<file path="config.mk">
export PLATFORM = sky130hd
export DESIGN_NAME = enemy_bullet_controller
export DESIGN_NICKNAME = d
export VERILOG_FILES = /design/src/rtl/game_pkg.sv /design/src/rtl/rr_arbiter.sv /design/src/rtl/enemy_bullet_controller.sv
export SDC_FILE = /design/constraint.sdc
export NUM_CORES = 1
export LEC_CHECK = 0
export CAP_MARGIN = 10
export CORE_MARGIN = 3
export CORE_UTILIZATION = 40
export CTS_CLUSTER_DIAMETER = 120
export DETAILED_ROUTE_END_ITERATION = 10
export PLACE_DENSITY = 0.6
export SYNTH_ARGS = -nofsm -noshare
export SYNTH_HDL_FRONTEND = slang
export SYNTH_SLANG_ARGS = --single-unit
</file>
<file path="constraint.sdc">
create_clock -name clk25 -period 9.4 [get_ports clk25]
set_input_delay 2.82 -clock clk25 [delete_from_list [all_inputs] [get_ports clk25]]
set_output_delay 2.82 -clock clk25 [all_outputs]
set_load 0.02 [all_outputs]
</file>
<file path="src/rtl/game_pkg.sv">
// game_pkg: shared screen/sprite geometry and overlap helper for game controllers
package game_pkg;
  localparam int SCREEN_W = 640;
  localparam int SCREEN_H = 480;
  localparam int PLAYER_SIZE = 32;
  localparam int ENEMY_SIZE = 32;
  localparam int BULLET_SIZE = 8;
  localparam int SPAWN_X_OFF = (ENEMY_SIZE - BULLET_SIZE) / 2;
  localparam int SPAWN_Y_OFF = ENEMY_SIZE;
  localparam int BOTTOM_LIMIT = SCREEN_H - BULLET_SIZE;
  function automatic logic overlap(input logic [10:0] a, input logic [10:0] asz, input logic [10:0] b, input logic [10:0] bsz);
    return (a + asz > b) && (a < b + bsz);
  endfunction
endpackage

</file>
<file path="src/rtl/rr_arbiter.sv">
// rr_arbiter: combinational round-robin pick of the first request at or after ptr
module rr_arbiter #(
  parameter int N = 4,
  parameter int W = (N > 1) ? $clog2(N) : 1
) (
  input  logic [N-1:0] req,
  input  logic [W-1:0] ptr,
  output logic [N-1:0] grant,
  output logic [W-1:0] idx,
  output logic         valid
);
  always_comb begin
    idx = '0;
    valid = 1'b0;
    for (int i = N - 1; i >= 0; i--) begin
      if (req[W'((int'(ptr) + i) % N)]) begin
        idx = W'((int'(ptr) + i) % N);
        valid = 1'b1;
      end
    end
    grant = valid ? N'(1) << idx : '0;
  end
endmodule

</file>
<file path="src/rtl/enemy_bullet_controller.sv">
// enemy_bullet_controller: enemy bullet spawning, downward motion and player collision
module enemy_bullet_controller
  import game_pkg::*;
#(
  parameter int EBULLET_COUNT = 8,
  parameter int SHOOTER_COUNT = 4,
  parameter int FIRE_DIV = 12_500_000,
  parameter int MOVE_DIV = 250_000,
  parameter int STEP = 2
) (
  input  logic                       clk25,
  input  logic                       reset,
  input  logic                       enable,
  input  logic [10*SHOOTER_COUNT-1:0] shooter_x_flat,
  input  logic [10*SHOOTER_COUNT-1:0] shooter_y_flat,
  input  logic [SHOOTER_COUNT-1:0]   shooter_alive,
  input  logic [9:0]                 player_x,
  input  logic [9:0]                 player_y,
  output logic [10*EBULLET_COUNT-1:0] ebullet_x_flat,
  output logic [10*EBULLET_COUNT-1:0] ebullet_y_flat,
  output logic [EBULLET_COUNT-1:0]   ebullet_active_flat,
  output logic                       player_hit,
  output logic [7:0]                 hit_count
);
  localparam int FW = (FIRE_DIV > 1) ? $clog2(FIRE_DIV) : 1;
  localparam int MW = (MOVE_DIV > 1) ? $clog2(MOVE_DIV) : 1;
  localparam int SW = (SHOOTER_COUNT > 1) ? $clog2(SHOOTER_COUNT) : 1;
  localparam int EW = (EBULLET_COUNT > 1) ? $clog2(EBULLET_COUNT) : 1;
  logic [FW-1:0] fire_cnt;
  logic [MW-1:0] move_cnt;
  logic [SW-1:0] ptr, arb_idx;
  logic [SHOOTER_COUNT-1:0] arb_grant;
  logic arb_valid, fire, move, spawn, free_valid;
  logic [EW-1:0] free_idx;
  logic [9:0] sx [SHOOTER_COUNT];
  logic [9:0] sy [SHOOTER_COUNT];
  logic [9:0] bx [EBULLET_COUNT];
  logic [9:0] by [EBULLET_COUNT];
  logic [EBULLET_COUNT-1:0] active, hit;
  logic [9:0] sel_x, sel_y, spawn_x;
  logic [10:0] spawn_y;
  assign fire = enable && fire_cnt == FW'(FIRE_DIV - 1);
  assign move = move_cnt == MW'(MOVE_DIV - 1);
  assign spawn_x = sel_x + 10'(SPAWN_X_OFF);
  assign spawn_y = {1'b0, sel_y} + 11'(SPAWN_Y_OFF);
  assign spawn = fire && arb_valid && free_valid && spawn_y <= 11'(BOTTOM_LIMIT);
  assign ebullet_active_flat = active;
  rr_arbiter #(.N(SHOOTER_COUNT)) u_arb (
    .req(shooter_alive),
    .ptr(ptr),
    .grant(arb_grant),
    .idx(arb_idx),
    .valid(arb_valid)
  );
  for (genvar s = 0; s < SHOOTER_COUNT; s++) begin : g_shooter
    assign sx[s] = shooter_x_flat[s*10 +: 10];
    assign sy[s] = shooter_y_flat[s*10 +: 10];
  end
  for (genvar i = 0; i < EBULLET_COUNT; i++) begin : g_slot
    assign hit[i] = active[i]
      && overlap({1'b0, bx[i]}, 11'(BULLET_SIZE), {1'b0, player_x}, 11'(PLAYER_SIZE))
      && overlap({1'b0, by[i]}, 11'(BULLET_SIZE), {1'b0, player_y}, 11'(PLAYER_SIZE));
    assign ebullet_x_flat[i*10 +: 10] = bx[i];
    assign ebullet_y_flat[i*10 +: 10] = by[i];
  end
  always_comb begin
    sel_x = '0;
    sel_y = '0;
    for (int j = 0; j < SHOOTER_COUNT; j++) begin
      sel_x = arb_grant[j] ? sx[j] : sel_x;
      sel_y = arb_grant[j] ? sy[j] : sel_y;
    end
  end
  always_comb begin
    free_valid = 1'b0;
    free_idx = '0;
    for (int j = EBULLET_COUNT - 1; j >= 0; j--) begin
      if (!active[j]) begin
        free_valid = 1'b1;
        free_idx = EW'(j);
      end
    end
  end
  always_ff @(posedge clk25) begin
    if (reset) begin
      fire_cnt <= '0;
      move_cnt <= '0;
      ptr <= '0;
      player_hit <= 1'b0;
      hit_count <= '0;
      active <= '0;
      for (int j = 0; j < EBULLET_COUNT; j++) begin
        bx[j] <= '0;
        by[j] <= '0;
      end
    end else begin
      fire_cnt <= (!enable || fire) ? '0 : fire_cnt + 1'b1;
      move_cnt <= move ? '0 : move_cnt + 1'b1;
      if (spawn) ptr <= (arb_idx == SW'(SHOOTER_COUNT - 1)) ? '0 : arb_idx + 1'b1;
      player_hit <= |hit;
      if (|hit && hit_count != 8'hFF) hit_count <= hit_count + 8'd1;
      for (int j = 0; j < EBULLET_COUNT; j++) begin
        if (hit[j]) begin
          active[j] <= 1'b0;
        end else if (move && active[j]) begin
          if ({1'b0, by[j]} + 11'(STEP) > 11'(BOTTOM_LIMIT)) active[j] <= 1'b0;
          else by[j] <= by[j] + 10'(STEP);
        end else if (spawn && free_idx == EW'(j)) begin
          active[j] <= 1'b1;
          bx[j] <= spawn_x;
          by[j] <= spawn_y[9:0];
        end
      end
    end
  end
endmodule

</file>
==> results of run 1 <==
metrics by stage:
step | hold WS, ns | setup WS (ns) | cells | util | power [uW]
final | 0.449 | 1.03 | 3054 | 0.502 | 3010
after detailed placement | 0.436 | 0.561 | 3006 | 0.483 | 1990
after floorplan | 0.413 | 1.72 | 2162 | - | 1650
after global routing | 0.461 | 0.519 | 3054 | 0.502 | 3150
after CTS | 0.449 | 1.08 | 3054 | 0.502 | 3010
after global placement | 0.426 | 0.763 | 3006 | 0.483 | 1970
power by group through the flow:
stage	clock network (uW)	registers [uW]	logic, uW
detailed placement	0	1200	798
finish	1020	1180	809
global placement	0	1190	775
CTS	1040	1180	803
floorplan	0	1210	437
global route	1070	1180	892
cells in the final DEF (no fill, tap or decap), drive strengths merged, types with 14 or more instances in the layout:
cell type      count
a211oi            25
a21o              20
a21oi            116
and3              40
buf               22
clkbuf            35
clkdlybuf4s50    282
dfxtp             61
edfxtp           160
ha               309
inv              103
nand2            198
nand3            128
nand3b            18
nand4             47
nor2             221
nor2b             36
nor3              35
nor4              22
o21a              20
o21ai             83
o22ai             47
o31ai             14
or3               15
xnor2             92
xor2              92
final cells by class:
type | count | area, um^2
inverter | 104 | 390
sequential | 221 | 6030
clock buffer | 35 | 761
tap | 607 | 759
multi-input combinational | 1770 | 12600
fill | 4487 | 23400
clock inverter | 13 | 116
timing repair buffer | 304 | 2990
cells in the mapped netlist (8+ instances only):
cell type  number
o21ai_0        83
a221oi_1        8
a21o_1         20
xor2_1         92
or2_2           8
nand4_1        47
a31oi_1        12
clkbuf_1       47
o31ai_1        14
nor2b_1        36
a2111oi_0       8
ha_1          309
o21a_1         20
nor2_1        221
dfxtp_1        61
xnor2_1        92
nand3b_1       18
nand2_1       198
a21oi_1       115
o22ai_1        41
a211oi_1       24
buf_1          10
mux2_2          9
or3_1          15
o211ai_1        8
edfxtp_1      160
nand2b_1       12
nor4_1         21
inv_1         104
nor3_1         35
nand3_1       128
nor4b_1         8
and3_1         40
cells by family (layout without fill, tap and decap cells):
group,count (synthesis),count (layout),share of synthesized area
AOI/OAI and AO/OA,442,442,0.153
xor gates and xnor gates,184,184,0.0838
adders and majority gates,309,309,0.201
buffers and inverters,171,456,0.0346
DFF,221,221,0.313
muxes,16,16,0.00891
other,1,6,0.000195
and+or+nand+nor,813,813,0.205
per-layer routing:
metal / routed length [um] / track usage / vias up
met3: 5630 / 0.0432 / 130
met1: 29500 / 0.358 / 8691
met2: 32100 / 0.444 / 788
met4: 2470 / 0.0875 / 0
li1: - / - / 8522
met5: 0 / 0 / -
sequential cells by signal, summed over array words and instances (netlist names):
signal	flops
by	80
hit_count	8
ptr	2
bx	80
fire_cnt	24
move_cnt	18
player_hit	1
ebullet_active_flat	8
worst min-delay path by stage:
| stage | to | slack [ns] |
|---|---|---|
| 2_1_floorplan | move_cnt[0]$_SDFF_PP0_ | 0.41 |
| 3_5_place_dp | move_cnt[0]$_SDFF_PP0_ | 0.44 |
| 4_1_cts | move_cnt[0]$_SDFF_PP0_ | 0.45 |
| 6_report | move_cnt[0]$_SDFF_PP0_ | 0.45 |
| 5_1_grt | move_cnt[0]$_SDFF_PP0_ | 0.46 |
| 3_3_place_gp | move_cnt[0]$_SDFF_PP0_ | 0.43 |
==> flow_summary.json, run 1 <==
{
  "whs_path_depth": 1,
  "die_w_um": 225,
  "rrSetupSlack_ns": 3.38,
  "p_comb_frac": 0.269,
  "overflow": 0,
  "start_util": 0.409,
  "worstHoldStart": "move_cnt[0]$_SDFF_PP0_",
  "clkPwrFrac": 0.340,
  "grt_pass1_vias": 17600,
  "cts_tree": "done",
  "synth_edf_count": 160,
  "worst_pin_slew_ns": 1.04,
  "via_per_inst": 5.94,
  "status": "completed",
  "synth.top_cell.area_share": 0.250,
  "num_io_pins": 284,
  "setup_viol_count_final": 0,
  "routed-via-count": 18100,
  "synth_flop_cell": "edfxtp_1",
  "seq_area_frac_synth": 0.313,
  "fin_crit_ns": 8.37,
  "hpwlAfterDp_um": 52500,
  "drt_pre_antenna_iters": 5,
  "grt_max_degree": 48,
  "finalHoldViolCount": 0,
  "synth_cell_types": 82,
  "diodes": 0,
  "ant_nets": 0,
  "total_leakage_power_uw": 0.00943,
  "die-area_um2": 50800,
  "hold_path_class": "flip-flop to flip-flop",
  "synthTopCellsByArea": "edfxtp_1 25%, ha_1 20%, dfxtp_1 6.3%",
  "r2r_start": "ptr[1]$_SDFFE_PP0P_",
  "layout.nets": 2843,
  "power.share.sequential": 0.391,
  "startpoint_type": "input pin",
  "die_h_um": 225,
  "p_per_area_nw_per_um2": 127,
  "syn-cell-area_um2": 19200,
  "setup.worst_path.start": "shooter_alive[0]",
  "cts.sinks": 221,
  "cts_buffers": 26,
  "place_area_um2": 22700,
  "tns_ns": 0,
  "avgSynthCellArea_um2": 8.92,
  "cts-resized-gates": 0,
  "critical-path-max-stage-delay_ns": 0.92,
  "final.period_utilization": 0.890,
  "path_clk_slew_ns": 0.06,
  "drt_iter0_drc": 1396,
  "slowest_stage": "or4b_1",
  "crit_chain": "clkdlybuf4s50_1 -> mux2_2 -> a21oi_1 -> o21ai_0 -> inv_1 -> ha_1 -> buf_4 -> nand2_1 -> a31oi_1 -> mux2i_1 -> nor2_1 -> ha_1 -> inv_1 -> a211oi_2 -> nand3_1 -> a2111oi_2 -> a22oi_2 -> or2_4 -> or4b_1 -> nand3_1",
  "port_buffers": 283,
  "fin_area_um2": 23600,
  "ys_warn_count": 0,
  "grt_pass1_wl_um": 105000,
  "syn_to_final_growth_pct": 22.7,
  "grt_usage": 0.268,
  "ctsRootBufferMaster": "clkbuf_16",
  "post_cts_buffers": 0,
  "p_int_uw": 2050,
  "slew_viol_final": 0,
  "timing.fmax_mhz": 120,
  "crit_type": "input pin to flip-flop",
  "sw_frac_of_total": 0.319,
  "cp-endpoint": "by[0][33]$_SDFFCE_PN0P_",
  "ctsHoldBuffers": 0,
  "crit_buf_inv": 4,
  "slew-limit-headroom": 0.303,
  "ys_ff_latch": 221,
  "p_sw_uw": 959,
  "yosysTopAreaCell": "edfxtp_1",
  "async_flop_share": 0,
  "reg2reg_to": "by[0][33]$_SDFFCE_PN0P_",
  "rows": 79,
  "critical_path_peak_fanout": 34,
  "totalWireLength_um": 69700,
  "worstSetupEndpointType": "flip-flop",
  "postSynthCellCount": 2157,
  "skew_ns": 0.0149,
  "drive_gt1_frac": 0.0413,
  "cp.arrival_ns": 8.55,
  "peakVddDrop_uv": 123,
  "crit_family": "simple AND/OR/NAND/NOR gates",
  "required_ns": 9.58,
  "htreeDepth": 1,
  "clk_path_buf_depth": 3,
  "rsz0062_at_grt": "false",
  "drc": 0,
  "drv_cap": 0,
  "core-area_um2": 47100,
  "cp.depth": 20,
  "clock_latency_ns": 0.53,
  "wire_per_inst_um": 22.8,
  "r2r_cells": 19,
  "place_congestion": 0.927,
  "antenna_found_initial": 0
}
(Power assumes the default switching activity.)
==> run 2, diff against run 1 <==
Settings changed: CTS_CLUSTER_DIAMETER 120 to not set.
Clock period 9.4 ns to 8.25 ns, I/O delays scaled along.
==> run 2 against run 1 <==
Against the previous run: global-route usage is 0.34 points lower; sequential power grew 14%; power increased by 12%; largest cell class unchanged; highest routed layer unchanged.
==> flow_summary.json, run 2 (synthesis results as in run 1) <==
{
  "skew_ns": 0.00819,
  "worstSetupEndpointType": "flip-flop",
  "drt_iter0_drc": 1597,
  "hold_path_class": "flip-flop to flip-flop",
  "worst_pin_slew_ns": 0.942,
  "cts.sinks": 221,
  "gr-max-usage-layer": "met2",
  "startpoint_type": "input pin",
  "drt_pre_antenna_iters": 5,
  "drive_gt1_frac": 0.0420,
  "layout.nets": 2851,
  "fin_crit_ns": 7.55,
  "path_clk_slew_ns": 0.06,
  "tns_ns": 0,
  "ctsHoldBuffers": 0,
  "grt_max_degree": 37,
  "setup_viol_count_final": 0,
  "fillers": 4384,
  "layout_common_cells": "309 x ha_1, 282 x clkdlybuf4s50_1, 221 x nor2_1",
  "cts-resized-gates": 0,
  "port_buffers": 283,
  "via_per_inst": 5.91,
  "cts_tree": "done",
  "rows": 79,
  "drv_cap": 0,
  "clk_path_buf_depth": 3,
  "hpwlAfterDp_um": 53000,
  "grt_pass1_wl_um": 104000,
  "grtUsageMet3": 0.0461,
  "setup_slack_ns": 0.701,
  "num_io_pins": 284,
  "die_w_um": 225,
  "core-area_um2": 47100,
  "cp.arrival_ns": 7.73,
  "required_ns": 8.43,
  "start_util": 0.409,
  "htreeDepth": 1,
  "peakVddDrop_uv": 109,
  "slew_viol_final": 0,
  "crit_type": "input pin to flip-flop",
  "detailedPlace.worstSlack_ns": 0.183,
  "syn_to_final_growth_pct": 22.7,
  "ctsRootBufferMaster": "clkbuf_16",
  "die-area_um2": 50800,
  "grt_pass1_vias": 17300,
  "post-route-util": 0.502,
  "grt_usage": 0.265,
  "critical_path_peak_fanout": 22,
  "power.total_uw": 3360,
  "diodes": 0,
  "post_cts_buffers": 0,
  "timing.fmax_mhz": 132,
  "p_per_area_nw_per_um2": 142,
  "ant_nets": 0,
  "final_common_cell": "ha_1",
  "rsz0062_at_grt": "false",
  "die_h_um": 225,
  "routed-via-count": 18100,
  "globalRouteMet2Util": 0.440,
  "final.period_utilization": 0.915,
  "antenna_found_initial": 0,
  "total_leakage_power_uw": 0.00942,
  "cts_buffers": 24,
  "status": "completed",
  "whs_ns": 0.446,
  "totalWireLength_um": 69700,
  "drc": 0,
  "use_met1": 0.353,
  "place_congestion": 0.965,
  "slew-limit-headroom": 0.372,
  "wire_per_inst_um": 22.8,
  "overflow": 0,
  "clock_latency_ns": 0.53,
  "finalHoldViolCount": 0,
  "reg_top3": "bx (80), by (80), fire_cnt (24)"
}
[run 2: changes by cell type in the layout (fill, tap and decap cells not counted), sizes merged]
cell / previous run / this run
clkbuf: 35 / 27
inv: 103 / 106
bufinv: 2 / 3
buf: 22 / 32
[run 2: area by class of cell]
type / instances / area [um^2] / share of cell area
multi-input cells: 1770 / 12600 / 0.532
flip-flops and latches: 221 / 6030 / 0.255
clock buffers: 27 / 633 / 0.0268
clock inverters: 17 / 165 / 0.00700
inverters: 104 / 390 / 0.0165
well taps: 607 / 759 / 0.0322
repair buffers: 314 / 3060 / 0.130
[run 2: metrics by stage]
step           cell area, um^2  cells
3_3_place_gp             22800   3016
2_1_floorplan            19300   2162
4_1_cts                  23600   3060
3_5_place_dp             22800   3016
6_report                 23600   3060
5_1_grt                  23600   3060
[run 2: metal layers]
| layer | part of all wire | up-vias |
|---|---|---|
| li1 | - | 8540 |
| met1 | 0.43 | 8666 |
| met2 | 0.46 | 755 |
| met3 | 0.083 | 137 |
| met4 | 0.031 | 0 |
| met5 | 0 | - |
[run 2: path summary, 6_finish.rpt]
path / start / end / slack (ns) / depth (start not counted)
worst max register to register: ptr[1]$_SDFFE_PP0P_ / by[0][9]$_SDFFCE_PN0P_ / 2.70 / 18
worst min-delay path: move_cnt[0]$_SDFF_PP0_ / move_cnt[0]$_SDFF_PP0_ / 0.45 / 1
worst max-delay path: shooter_alive[0] / by[0][9]$_SDFFCE_PN0P_ / 0.70 / 19
worst min register to register: move_cnt[0]$_SDFF_PP0_ / move_cnt[0]$_SDFF_PP0_ / 0.45 / 1
[run 2: worst max-delay path, stage by stage]
cell and delay, ns:
clkdlybuf4s50_1 0.53, mux2_2 0.32, a21oi_1 0.13, o21ai_0 0.17, inv_1 0.16, ha_1 0.35
nand2_1 0.10, a31oi_1 0.23, mux2i_1 0.10, nor2_1 0.19, ha_1 0.22, inv_1 0.09
a211oi_2 0.29, nand3_1 0.14, a2111oi_2 0.44, a22oi_2 0.17, or2_4 0.35, or3_1 0.74
nand3_1 0.51
[run 2: report_power, final]
part           switching [uW]  internal, uW
clock                     452           646
combinational             529           387
sequential               99.5          1240
